### src/rtl/jogador_automatico.sv
// Autonomous player for jogo_desafio_memoria: watches leds, records the shown
// sequence, then replays it on botoes once the game has gone quiet.
module jogador_automatico #(
  parameter int MAX_SEQ      = 16,
  parameter int JOGAR_CYCLES = 2,
  parameter int PRESS_CYCLES = 2,
  parameter int GAP_CYCLES   = 2,
  parameter int QUIET_CYCLES = 2000
) (
  input  logic       clock,
  input  logic       reset,
  input  logic       iniciar,
  input  logic       forcar_erro,
  input  logic [3:0] leds,
  input  logic       ganhou,
  input  logic       perdeu,
  output logic [3:0] botoes,
  output logic       jogar,
  output logic       ocupado,
  output logic       venceu,
  output logic       falhou,
  output logic       erro_leds,
  output logic [4:0] rodada,
  output logic [3:0] db_estado
);

  localparam int M1   = (JOGAR_CYCLES > PRESS_CYCLES) ? JOGAR_CYCLES : PRESS_CYCLES;
  localparam int M2   = (GAP_CYCLES > QUIET_CYCLES) ? GAP_CYCLES : QUIET_CYCLES;
  localparam int TMAX = (M1 > M2) ? M1 : M2;
  localparam int TW   = $clog2(TMAX + 1);
  localparam int CW   = $clog2(MAX_SEQ + 1);
  localparam int AW   = (MAX_SEQ > 1) ? $clog2(MAX_SEQ) : 1;

  typedef enum logic [3:0] {
    INICIAL       = 4'd0,
    PULSO_JOGAR   = 4'd1,
    OBSERVA       = 4'd2,
    ESPERA_APAGAR = 4'd3,
    PRESSIONA     = 4'd4,
    SOLTA         = 4'd5,
    FIM           = 4'd6
  } estado_t;

  estado_t       estado_q, estado_d;
  logic [TW-1:0] tmr_q, tmr_d;
  logic [CW-1:0] count_q, count_d;
  logic [CW-1:0] idx_q, idx_d;
  logic          erro_armado_q, erro_armado_d;
  logic          venceu_q, venceu_d;
  logic          falhou_q, falhou_d;
  logic          erro_leds_q, erro_leds_d;
  logic [4:0]    rodada_q, rodada_d;
  logic [3:0]    botoes_q, botoes_d;
  logic          jogar_q, jogar_d;
  logic          ocupado_q, ocupado_d;

  logic [3:0]    mem_q [MAX_SEQ];
  logic          mem_we;
  logic          one_hot;
  logic          fim_evt;
  logic          jogo_ativo;

  assign one_hot    = ($countones(leds) == 1);
  assign fim_evt    = ganhou | perdeu;
  assign jogo_ativo = (estado_q == OBSERVA) || (estado_q == ESPERA_APAGAR) ||
                      (estado_q == PRESSIONA) || (estado_q == SOLTA);

  always_comb begin
    estado_d      = estado_q;
    tmr_d         = tmr_q;
    count_d       = count_q;
    idx_d         = idx_q;
    erro_armado_d = erro_armado_q;
    venceu_d      = venceu_q;
    falhou_d      = falhou_q;
    erro_leds_d   = erro_leds_q;
    rodada_d      = rodada_q;
    mem_we        = 1'b0;

    if (jogo_ativo && fim_evt) begin
      estado_d = FIM;
      venceu_d = venceu_q | ganhou;
      falhou_d = falhou_q | perdeu;
    end else begin
      case (estado_q)
        INICIAL, FIM: begin
          if (iniciar) begin
            estado_d    = PULSO_JOGAR;
            tmr_d       = '0;
            count_d     = '0;
            rodada_d    = '0;
            venceu_d    = 1'b0;
            falhou_d    = 1'b0;
            erro_leds_d = 1'b0;
          end
        end
        PULSO_JOGAR: begin
          if (tmr_q == TW'(JOGAR_CYCLES - 1)) begin
            estado_d = OBSERVA;
            tmr_d    = '0;
          end else begin
            tmr_d = tmr_q + 1'b1;
          end
        end
        OBSERVA: begin
          if (leds != 4'b0000 && !one_hot) begin
            erro_leds_d = 1'b1;
            estado_d    = FIM;
          end else if (one_hot && count_q == CW'(MAX_SEQ)) begin
            erro_leds_d = 1'b1;
            estado_d    = FIM;
          end else if (one_hot) begin
            mem_we   = 1'b1;
            count_d  = count_q + 1'b1;
            estado_d = ESPERA_APAGAR;
          end else if (count_q != '0 && tmr_q == TW'(QUIET_CYCLES - 1)) begin
            estado_d      = PRESSIONA;
            idx_d         = '0;
            tmr_d         = '0;
            erro_armado_d = forcar_erro;
          end else if (tmr_q != TW'(QUIET_CYCLES - 1)) begin
            // saturates so a long dark wait before the first LED cannot wrap
            tmr_d = tmr_q + 1'b1;
          end
        end
        ESPERA_APAGAR: begin
          if (leds == 4'b0000) begin
            tmr_d    = '0;
            estado_d = OBSERVA;
          end
        end
        PRESSIONA: begin
          if (tmr_q == TW'(PRESS_CYCLES - 1)) begin
            estado_d = SOLTA;
            tmr_d    = '0;
          end else begin
            tmr_d = tmr_q + 1'b1;
          end
        end
        SOLTA: begin
          if (tmr_q == TW'(GAP_CYCLES - 1)) begin
            tmr_d = '0;
            if (idx_q == count_q - CW'(1)) begin
              rodada_d      = (rodada_q == 5'd31) ? rodada_q : rodada_q + 1'b1;
              count_d       = '0;
              erro_armado_d = 1'b0;
              estado_d      = OBSERVA;
            end else begin
              idx_d    = idx_q + 1'b1;
              estado_d = PRESSIONA;
            end
          end else begin
            tmr_d = tmr_q + 1'b1;
          end
        end
        default: estado_d = INICIAL;
      endcase
    end

    // outputs follow the next state so they line up with db_estado
    botoes_d = 4'b0000;
    if (estado_d == PRESSIONA)
      botoes_d = mem_q[idx_d[AW-1:0]] ^
                 ((erro_armado_d && idx_d == '0) ? 4'b1111 : 4'b0000);
    jogar_d   = (estado_d == PULSO_JOGAR);
    ocupado_d = (estado_d != INICIAL) && (estado_d != FIM);
  end

  always_ff @(posedge clock) begin
    if (!reset) begin
      estado_q      <= INICIAL;
      tmr_q         <= '0;
      count_q       <= '0;
      idx_q         <= '0;
      erro_armado_q <= 1'b0;
      venceu_q      <= 1'b0;
      falhou_q      <= 1'b0;
      erro_leds_q   <= 1'b0;
      rodada_q      <= '0;
      botoes_q      <= '0;
      jogar_q       <= 1'b0;
      ocupado_q     <= 1'b0;
    end else begin
      estado_q      <= estado_d;
      tmr_q         <= tmr_d;
      count_q       <= count_d;
      idx_q         <= idx_d;
      erro_armado_q <= erro_armado_d;
      venceu_q      <= venceu_d;
      falhou_q      <= falhou_d;
      erro_leds_q   <= erro_leds_d;
      rodada_q      <= rodada_d;
      botoes_q      <= botoes_d;
      jogar_q       <= jogar_d;
      ocupado_q     <= ocupado_d;
    end
  end

  always_ff @(posedge clock) begin
    if (mem_we) mem_q[count_q[AW-1:0]] <= leds;
  end

  assign botoes    = botoes_q;
  assign jogar     = jogar_q;
  assign ocupado   = ocupado_q;
  assign venceu    = venceu_q;
  assign falhou    = falhou_q;
  assign erro_leds = erro_leds_q;
  assign rodada    = rodada_q;
  assign db_estado = estado_q;

endmodule

### config.mk
export PLATFORM = sky130hd
export DESIGN_NAME = jogador_automatico
export DESIGN_NICKNAME = d
export VERILOG_FILES = /design/src/rtl/jogador_automatico.sv
export SDC_FILE = /design/constraint.sdc
export NUM_CORES = 1
export LEC_CHECK = 0
export ABC_CLOCK_PERIOD_IN_PS = 11950
export CAP_MARGIN = 10
export CELL_PAD_IN_SITES_DETAIL_PLACEMENT = 1
export CELL_PAD_IN_SITES_GLOBAL_PLACEMENT = 2
export CORE_AREA = 5 5 119 121
export DETAILED_ROUTE_END_ITERATION = 10
export DIE_AREA = 0 0 124 126
export PLACE_DENSITY = 0.81
export SYNTH_ARGS = -nofsm -noshare
export SYNTH_HDL_FRONTEND = slang
export SYNTH_SLANG_ARGS = --single-unit
export TNS_END_PERCENT = 30
### constraint.sdc
create_clock -name clock -period 11.95 [get_ports clock]
set_input_delay 2.39 -clock clock [delete_from_list [all_inputs] [get_ports clock]]
set_output_delay 2.39 -clock clock [all_outputs]
set_load 0.01 [all_outputs]
== Yosys cells after proc, flatten, opt, wreduce, memory -nomap -nowiden ==
Memories as Yosys holds them, arrays and structs flattened.
Cells that the tools add are included.

* Output and inout bits: 18
* Bits of input ports: 10
* Register bits: 40
* Memories kept: 1
* Bits in writable memories: 64

{| class="wikitable"
|+ Memories
! memory !! depth !! bits a word !! rd ports !! clocked after memory_dff !! wr ports !! RTL line !! RTL
|-
| mem_q || 16 || 4 || 1 || 0 || 1 || 57 || <nowiki>logic [3:0] mem_q [MAX_SEQ];</nowiki>
|}

* Bitwise gates (word level): 5
* Add/sub/neg operators: 8
* Equality and inequality tests: 27
* Mux-type cells: 63
* Reduce and logical (&&, ||, !) cells: 30

{| class="wikitable"
|+ Operators by type and width
! kind !! number
|-
| $mux 11 || 8
|-
| $mux 5 || 16
|-
| $mux 4 || 11
|-
| $pmux 11 s4 || 1
|-
| $pmux 4 s6 || 1
|-
| $mux 1 || 20
|-
| $pmux 5 s2 || 2
|-
| $eq 4x3->1 const B || 4
|-
| $reduce_and 8->1 || 2
|-
| $add 5x1->5 const B || 3
|-
| $pmux 5 s3 || 1
|-
| $ne 2x2->1 const B || 6
|-
| $reduce_bool 4->1 || 3
|-
| $add 11x1->11 const B || 1
|-
| $eq 11x1->1 const B || 1
|-
| $eq 11x11->1 const B || 1
|-
| $ne 11x11->1 const B || 1
|-
| $eq 5x5->1 const B || 2
|-
| $eq 4x1->1 const B || 2
|-
| $eq 4x2->1 const B || 2
|-
| $logic_not 4->1 || 2
|-
| $reduce_bool 2->1 || 4
|-
| $logic_and 1x1->1 || 6
|-
| $ne 2x1->1 const B || 3
|-
| 22 further kinds || 30
|}

== Longest topological paths before layout ==
* Depth after elaboration: 12
* Gate-level depth with buffers: 15

== Least setup slack after synthesis ==
OpenSTA, ideal clock, no wires.

* Path type: input to register
* Start point: input leds[0]
* End point: register botoes_q[0] (netlist: botoes[0])
* Stages: 14
* Path buffers: 0
* Setup slack: 6,544 ps
* Arrival: 5,278 ps
* Library setup time: 128 ps
* Cells stage by stage: inv_1 -> fa_1 -> inv_1 -> ha_1 -> ha_1 -> or3b_2 -> a21oi_1 -> a211o_4 -> a32oi_2 -> and2_1 -> and3_1 -> and2_1 -> nor4_1 -> nor4b_2

* Longest elaborated chain between the ends: 12
* Elaborated cells on any way between the ends: 31

{| class="wikitable"
|+ Ends and longest elaborated chain
! what !! RTL line !! RTL
|-
| from (decl) || 14 || <nowiki>input logic [3:0] leds,</nowiki>
|-
| branches (longest 12 deep; another with $mem_v2 16x4) || -- ||
|-
| to (signal assigned) || 193 || <nowiki>botoes_q <= botoes_d;</nowiki>
|-
| to (decl) || 53 || <nowiki>logic [3:0] botoes_q, botoes_d;</nowiki>
|}

Several ways; the timed one is not identified.
A chain may end at the register's enable or synchronous reset.

== Final worst setup path ==
* Start point: input leds[0]
* End point: register botoes_q[2] (netlist: botoes[2])

The elaborated chain is that of the path after synthesis.

==> impl_metrics.ini <==
[outcome]
status = finished, final reports clean

[synth]
yosysWarnings = 0
syn_inst = 507
synth_ff_type = edfxtp_1
netlist_area_sq_um = 5400
synth-edff-count = 64
yosysTopAreaCellShare_pct = 35.6
ys_top_cells_by_area = edfxtp_1, dfxtp_1, mux2i_1, nor2_1, nand2_1
ys_seq_area_share_pct = 50.4
async_flop_share_pct = 0
yosysTopAreaCell = edfxtp_1
syn_avg_cell_area_sq_um = 10.7
ys_types = 79
synth-seq-cells = 104
synth_fp_nets = 530

[timing]
worst_slew_pin_slew_ns = 1.02
grt_setup_unrepaired = no
setup_slack_ns = 4.87
timing.slew.headroom_pct = 31.2
max_freq_ghz = 0.141
setup_tns_ns = 0
finalHoldViolCount = 0
final-max-slew-violation-count = 0
post-route-period-util_pct = 59.3
setup_viol = 0
min_period_ns = 7.08
fin_skew_ns = 0.00524

[grt]
gr-total-overflow = 0
grt_max_degree = 22
antenna_found_initial = 0
grt_pass1_vias = 4230
track_usage_pct = 19.8
grt_pass1_wl_um = 23500

[route]
drc = 0
wl_per_cell_um = 20.9
drtIter0Drc = 272
vias = 4040
wirelength_um = 14800
drt_pre_antenna_iters = 4
ant_nets = 0
via_per_inst = 5.71

[critical_path]
crit_chain = clkdlybuf4s50_1, inv_1, fa_1, inv_1, ha_1, ha_1, nor3b_1, nor2_1, o211ai_1, a21boi_0, o311ai_0, o2111ai_1, nor2b_1, o211ai_1, o2bb2ai_1
endpoint = botoes[2]
cp-startpoint = leds[0]
cpPeakStageDelay_ns = 0.83
crit_type = in2reg
crit_path_top_delay_cell = clkdlybuf4s50_1
r2r_end = botoes[1]
reg2reg_from = count_q[0]
crit_arrival_ns = 7.36
worstSetupEndpointType = register
reg2regPathDepth = 11
crit_required_ns = 12.22
worstSetupStartpointType = primary input
regToRegSetupSlack_ns = 7.78
critPathMaxFanout = 17

[cells_and_area]
num_antenna_cells = 0
fin_area_sq_um = 6070
layout.nets = 549
final_common_cell = edfxtp_1
layout_common_cells = edfxtp_1, nor2_1, nand2_1
post-route-util_pct = 46.8
layout.cells.non_filler = 707
area_growth_pct = 12.4
drive_above_1_share_pct = 7.72

[floorplanning]
die_h_um = 126
ios = 28
dieArea_sq_um = 15600
core_area_sq_um = 13000
start_util_pct = 41.6
die_x_um = 124
rows = 42

[clock_network]
cts_root_buffer = clkbuf_16
cts_made_buffers = 9
worstSkewPairLatency_ns = 0.35
cts_hold_buf = 0
post-cts-setup-buffers = 0
h-tree-depth = 3
cts_resized = 0
clock_sinks = 104
cts_tree = yes
clockBufferDepth = 2
clk_pin_slew_ns = 0.07

[placement]
post-dp-hpwl_um = 10700
io_buffers = 27
place_congestion = 0.793
post-place-cells = 691
dpl-instance-area_sq_um = 5800
place_ws_ns = 4.54

[power]
max-vdd-ir-drop_mv = 0.0793
leakagePower_nw = 2.08
power_density_nw_per_um2 = 117

[worst_hold_path]
hold_path_class = reg2reg

[flow_run]
cap_viol_max_count = 0
-- report_power, final --
part | leakage [nW] | internal [mW] | switching, mW
Clock | 0.134 | 0.148 | 0.131
Sequential | 0.898 | 0.382 | 0.00413
Combinational | 1.05 | 0.0172 | 0.0269
-- kinds of logic after synthesis --
group	after synthesis	synth area share, %
xor gates and xnor gates	19	3.08
adders and majority gates	13	3.15
DFF	104	50.4
other	1	0.0694
buffers and inverters	36	3.31
and+or+nand+nor	205	20.2
AOI/OAI and AO/OA	101	14.5
muxes	28	5.21
-- through the flow --
stage	hold slack, ns	total power [mW]
floorplan	0.479	0.420
CTS	0.499	0.717
finish	0.487	0.709
detailed placement	0.483	0.439
global placement	0.456	0.437
global route	0.528	0.738
-- final cells by class --
| cell class | instances | area [sq um] |
|---|---|---|
| inverters | 12 | 45.0 |
| well taps | 176 | 220 |
| flip-flops and latches | 104 | 2720 |
| repair buffers | 32 | 308 |
| clock buffers | 12 | 246 |
| fillers | 1460 | 6910 |
| clock inverters | 4 | 30.0 |
| multi-input cells | 367 | 2500 |
-- worst min-delay path by stage --
stage / to / startpoint / cells past startpoint / slack (ns)
2_1_floorplan: tmr_q[5] / tmr_q[5] / 2 / 0.48
3_3_place_gp: venceu / venceu / 2 / 0.46
3_5_place_dp: venceu / venceu / 2 / 0.48
4_1_cts: venceu / venceu / 2 / 0.50
5_1_grt: venceu / venceu / 2 / 0.53
6_report: venceu / venceu / 2 / 0.49
-- critical path: cells and delay by family --
family                   cells  cell delay, ns
AND/OR/NAND/NOR              3            1.35
buffers and inverters        3            1.04
adder cells (fa/ha/maj)      3            1.01
AO/OA/AOI/OAI                6            1.52
-- layer usage --
metal	global-route usage, %	share of wire, %	vias to the layer above
met1	26.6	44	2014
met5	0	0	-
met3	3.50	4.6	20
met2	32.2	49	84
li1	-	-	1922
met4	6.96	2.2	0
-- flip-flops by register name, indices dropped and copies added, names as in the netlist --
register,flops
mem_q,64
tmr_q,11
count_q,5
idx_q,5
rodada,5
botoes,4
db_estado,4
erro_armado_q,1
erro_leds,1
falhou,1
jogar,1
ocupado,1
venceu,1
-- cell usage after synthesis (all sizes together) (4+ instances only) --
cell     n
nor3    19
a211oi   5
buf     13
a21boi   4
inv     12
nor2    60
dfxtp   40
nand2   44
clkbuf  11
o21ai   23
nand2b   5
nand3   19
xor2     6
a21oi   15
nand4    7
and3     8
o211ai   7
mux2i   27
or3      4
ha      12
xnor2   13
nor2b    7
and2    11
edfxtp  64
nor3b    5
a31oi    6
Note: power is estimated with default switching activity, not from simulation.
